File: src/rtl/dtc_pkg.sv
// dtc_pkg: shared types and widths for the digital-to-time converter
package dtc_pkg;
  typedef enum logic [1:0] {IDLE, COUNT, PULSE} dtc_state_t;
  localparam int CODE_W = 4;
  localparam int CODE_MIN = -8;
  localparam int CODE_MAX = 7;
  localparam int CNT_W = 5;
  typedef logic signed [CODE_W-1:0] dtc_code_t;
endpackage

File: src/rtl/dtc_code_fifo.sv
// dtc_code_fifo: 2-entry synchronous FIFO holding pending timing codes
module dtc_code_fifo
  import dtc_pkg::*;
(
  input  logic              clk,
  input  logic              rst,
  input  logic              push,
  input  logic              pop,
  input  logic [CODE_W-1:0] din,
  output logic [CODE_W-1:0] dout,
  output logic              full,
  output logic              empty
);
  logic [CODE_W-1:0] mem [2];
  logic              wp, rp;
  logic [1:0]        cnt;
  assign full  = cnt == 2'd2;
  assign empty = cnt == 2'd0;
  assign dout  = mem[rp];
  always_ff @(posedge clk) begin
    if (rst) begin
      wp  <= 1'b0;
      rp  <= 1'b0;
      cnt <= 2'd0;
    end else begin
      if (push) begin
        mem[wp] <= din;
        wp      <= !wp;
      end
      if (pop) rp <= !rp;
      cnt <= cnt + 2'(push) - 2'(pop);
    end
  end
endmodule

File: src/rtl/dtc_counter.sv
// dtc_counter: regenerates a delayed pulse (code + OFFSET + 1 fine-clock steps) per trigger edge
module dtc_counter
  import dtc_pkg::*;
#(
  parameter int OFFSET  = 8,
  parameter int PULSE_W = 2
) (
  input  logic              clk,
  input  logic              rst,
  input  logic              trig,
  input  logic [CODE_W-1:0] code_in,
  input  logic              code_valid,
  output logic              code_ready,
  output logic              clk_out,
  output logic              busy,
  output logic              miss
);
  dtc_state_t        state;
  logic [CNT_W-1:0]  cnt, ld;
  logic [2:0]        pw;
  logic [CODE_W-1:0] head;
  logic              trig_d, det, push, pop, full, empty;
  assign det        = trig && !trig_d;
  assign code_ready = !full;
  assign push       = code_valid && code_ready;
  assign pop        = det && state == IDLE && !empty;
  // OFFSET >= 8 keeps the sum non-negative, so the 5-bit wrap is exact
  assign ld         = {head[CODE_W-1], head} + CNT_W'(OFFSET);
  dtc_code_fifo u_fifo (
    .clk  (clk),
    .rst  (rst),
    .push (push),
    .pop  (pop),
    .din  (code_in),
    .dout (head),
    .full (full),
    .empty(empty)
  );
  always_ff @(posedge clk) begin
    if (rst) begin
      state   <= IDLE;
      cnt     <= '0;
      pw      <= '0;
      clk_out <= 1'b0;
      busy    <= 1'b0;
      miss    <= 1'b0;
      trig_d  <= 1'b1;
    end else begin
      trig_d <= trig;
      miss   <= det && (state != IDLE || empty);
      case (state)
        IDLE: if (pop) begin
          busy <= 1'b1;
          if (ld == '0) begin
            clk_out <= 1'b1;
            pw      <= 3'(PULSE_W - 1);
            state   <= PULSE;
          end else begin
            cnt   <= ld - 1'b1;
            state <= COUNT;
          end
        end
        COUNT: if (cnt == '0) begin
          clk_out <= 1'b1;
          pw      <= 3'(PULSE_W - 1);
          state   <= PULSE;
        end else cnt <= cnt - 1'b1;
        PULSE: if (pw == '0) begin
          clk_out <= 1'b0;
          busy    <= 1'b0;
          state   <= IDLE;
        end else pw <= pw - 1'b1;
        default: begin
          busy  <= 1'b0;
          state <= IDLE;
        end
      endcase
    end
  end
endmodule

File: config.mk
export PLATFORM = sky130hd
export DESIGN_NAME = dtc_counter
export DESIGN_NICKNAME = d
export VERILOG_FILES = /design/src/rtl/dtc_pkg.sv /design/src/rtl/dtc_code_fifo.sv /design/src/rtl/dtc_counter.sv
export SDC_FILE = /design/constraint.sdc
export NUM_CORES = 1
export LEC_CHECK = 0
export CAP_MARGIN = 20
export CORE_MARGIN = 2
export CORE_UTILIZATION = 59
export CTS_BUF_LIST = sky130_fd_sc_hd__clkbuf_4
export DETAILED_ROUTE_END_ITERATION = 6
export GPL_TIMING_DRIVEN = 1
export PLACE_DENSITY = 0.81
export SLEW_MARGIN = 20
export SYNTH_ARGS = -nofsm -noshare
export SYNTH_HDL_FRONTEND = slang
export SYNTH_HIERARCHICAL = 1
export SYNTH_SLANG_ARGS = --single-unit
File: constraint.sdc
create_clock -name clk -period 2.4 [get_ports clk]
set_input_delay 0.48 -clock clk [delete_from_list [all_inputs] [get_ports clk]]
set_output_delay 0.48 -clock clk [all_outputs]
set_load 0.05 [all_outputs]
==> results.tsv <==
metric	value	unit
synth-edff-count	8	
grt_usage	22.9	%
p_int	680	µW
crit_type	in2reg	
rsz0062_at_grt	false	
cpLargestDelayFamily	simple AND/OR/NAND/NOR gates	
critical-path-max-stage-delay	0.47	ns
ys.warnings.count	6	
diodes	0	
route.vias.total	1082	
power_frac_seq	55.5	%
p_leak	0.587	nW
power.share.clock	21.3	%
powerDensity	592	mW/mm²
r2r_setup_slack	0.17	ns
comb_power_share	23.2	%
grt_overflow_total	0	
antenna_left	0	
ioPinCount	12	
syn_avg_cell_area	10.4	µm²
hold_buffers	0	
coreArea	0.00221	mm²
hold_viol	0	
ir_worst_vdd	0.482	mV
drive_gt1_share	17.8	%
layout_min_cycle_time	2.26	ns
maxCapViolCount	0	
die_w	52.4	µm
register_area	621	µm²
htreeDepth	1	
cts-root-buf	clkbuf_4	
crit_slowest_cell	clkdlybuf4s50_1	
rows	17	
syn_area	0.00138	mm²
dieHeight	52.4	µm
wl_per_cell	15.2	µm
synth_fp_nets	146	
io_buffers	11	
cts_sinks	27	
r2r-end	u_fifo/cnt[1]$_SDFF_PP0_	
grt_pass1_wl	4640	µm
fin_tns_setup	0	ns
ys_seq_elements	27	
finalSetupViolations	0	
outcome	finished, final reports clean	
syn_inst	133	
r2r_cells	7	
drt-total-wl	2740	µm
n_fill_cell	171	
ys_seq_area_share	44.8	%
dp_cells	176	
post-cts-setup-buffer-count	0	
worstHoldEndpoint	clk_out$_SDFFE_PP0P_	
clockBufferDepth	2	
cp_max_fo	2	
slew_headroom	56.2	%
crit_buf_inv	2	
start_util	62.6	%
finalNetCount	166	
areaGrowthSynthToFinish	15.4	%
grt_max_degree	19	
clock_latency	0.32	ns
power.switching	265	µW
multi_input_area	711	µm²
synthArstFlopShare	0	%
drc_errors	0	
dp_hpwl	2040	µm
clock_skew	0.0146	ns
grt_pass1_vias	1045	
fin_crit_sh	94.2	%
globalplace.congestion	0.866	
path_cells	clkdlybuf4s50_1 -> or4b_4 -> nor2_1 -> ha_1 -> inv_1 -> ha_1 -> xnor3_1 -> nor2_1	
hold_class	reg2reg	
ys_types	44	
fmax	442	MHz
switching_share	28.1	%
startpoint_type	input pin	
critPathRequiredTime	2.65	ns
synth-main-ff-cell	dfxtp_1	
die-area	0.00275	mm²
cts_resized	0	
stdcell_count	180	
antenna_found_initial	0	
slew_violations	0	
endpoint_kind	flip-flop	
cp.arrival	2.51	ns
vias_per_cell	6.01	
worstMarginPinSlew	0.652	ns
cts_tree	built	
worstHoldPathCells	2	
drt_first_iter_violations	12	
r2r-start	state[0]$_SDFFE_PP0P_	
path_clk_slew	0.15	ns
min_from	clk_out$_SDFFE_PP0P_	
cts_buffers	3	
firstDrtPassIters	4	
## placed cells by master (no fill, tap or decap), drive strengths merged, types with 2 or more instances in the layout
| cell type | n |
|---|---|
| xnor2 | 2 |
| a31oi | 2 |
| nor2 | 9 |
| clkdlybuf4s50 | 11 |
| nand2b | 4 |
| a211oi | 2 |
| mux2 | 4 |
| inv | 8 |
| nor3 | 9 |
| ha | 5 |
| clkbuf | 4 |
| or4b | 2 |
| buf | 8 |
| a32oi | 3 |
| mux2i | 3 |
| nor2b | 5 |
| nor4b | 6 |
| a21oi | 8 |
| or2 | 2 |
| dfxtp | 19 |
| nand2 | 2 |
| o21ai | 5 |
| or3 | 3 |
| edfxtp | 8 |
| o31ai | 2 |
| nand3 | 4 |
## worst max-delay path by stage
| stage | startpoint | endpoint | slack (ns) | depth (start not counted) |
|---|---|---|---|---|
| floorplan | trig | u_fifo/cnt[1]$_SDFF_PP0_ | 0.39 | 7 |
| global placement | trig | u_fifo/cnt[1]$_SDFF_PP0_ | -0.06 | 8 |
| detailed placement | trig | u_fifo/cnt[1]$_SDFF_PP0_ | -0.22 | 8 |
| CTS | trig | u_fifo/cnt[1]$_SDFF_PP0_ | 0.11 | 8 |
| global route | state[0]$_SDFFE_PP0P_ | cnt[4]$_SDFFE_PP0P_ | 0.008 | 7 |
| finish | trig | u_fifo/cnt[1]$_SDFF_PP0_ | 0.14 | 8 |
## layer usage
metal / wire, µm / share of wire (%) / vias to the layer above / GRT usage (%)
li1: - / - / 538 / -
met1: 1170 / 43 / 516 / 28.3
met2: 1430 / 52 / 24 / 40.2
met3: 110 / 4.0 / 4 / 2.86
met4: 27 / 0.98 / 0 / 8.55
met5: 0 / 0 / - / 0
## layout make-up
type                            instances  share of cell area, %
Clock buffer                            4                   1.88
Inverter                                8                   1.88
Multi-Input combinational cell         94                   44.5
Sequential cell                        27                   38.9
Tap cell                               28                   2.19
Timing Repair Buffer                   19                   10.7
## tightest hold or removal path, cell delays in order, from the launching register on
cell,delay [ns]
dfxtp_1,0.34
o21ai_0,0.07
a21oi_1,0.06
## registers in the layout, indices dropped and copies added (netlist names), named ones only
signal	flops
u_fifo/mem	8
trig_d	1
miss	1
pw	3
cnt	5
clk_out	1
state	2
busy	1
u_fifo/wp	1
u_fifo/rp	1
u_fifo/cnt	2
## metrics by stage
stage / hold WS [ns] / instance area [µm²] / power, mW / setup slack, ns / util (%)
after global placement: 0.467 / 1570 / 0.739 / -0.0605 / 70.8
after global routing: 0.530 / 1600 / 0.987 / 0.00769 / 72.2
after CTS: 0.497 / 1600 / 0.948 / 0.110 / 72.2
final: 0.497 / 1600 / 0.946 / 0.138 / 72.2
after floorplan: 0.461 / 1380 / 0.684 / 0.390 / -
after detailed placement: 0.474 / 1570 / 0.754 / -0.217 / 70.8
## power by group through the flow
stage	logic [mW]	registers, mW	clock network, mW
after floorplan	0.146	0.537	0
after global placement	0.207	0.532	0
after detailed placement	0.219	0.535	0
after CTS	0.221	0.525	0.202
after global routing	0.240	0.529	0.218
final	0.219	0.525	0.202
## cell usage after synthesis, types with 3 or more instances
master / number / area (µm²)
dfxtp_1: 19 / 380
nand3_1: 4 / 20.0
edfxtp_1: 8 / 240
a21oi_1: 7 / 35.0
clkbuf_1: 3 / 11.3
nor2_1: 9 / 33.8
mux2_2: 4 / 45.0
nor4b_2: 3 / 45.0
inv_1: 8 / 30.0
a32oi_1: 3 / 26.3
o21ai_0: 5 / 25.0
ha_1: 5 / 62.6
nand2b_1: 4 / 25.0
nor3_1: 8 / 40.0
mux2i_1: 3 / 30.0
nor2b_1: 5 / 31.3
nor4b_1: 3 / 26.3
## cell families after synthesis
family | count (synthesis) | share of synthesized area [%]
AOI/OAI and AO/OA | 30 | 14.9
and+or+nand+nor | 49 | 23.6
DFF | 27 | 44.8
muxes | 7 | 5.42
xor gates and xnor gates | 3 | 2.89
buffers and inverters | 12 | 3.80
adders and majority gates | 5 | 4.52
No activity file was read; power rests on OpenSTA's default activity.
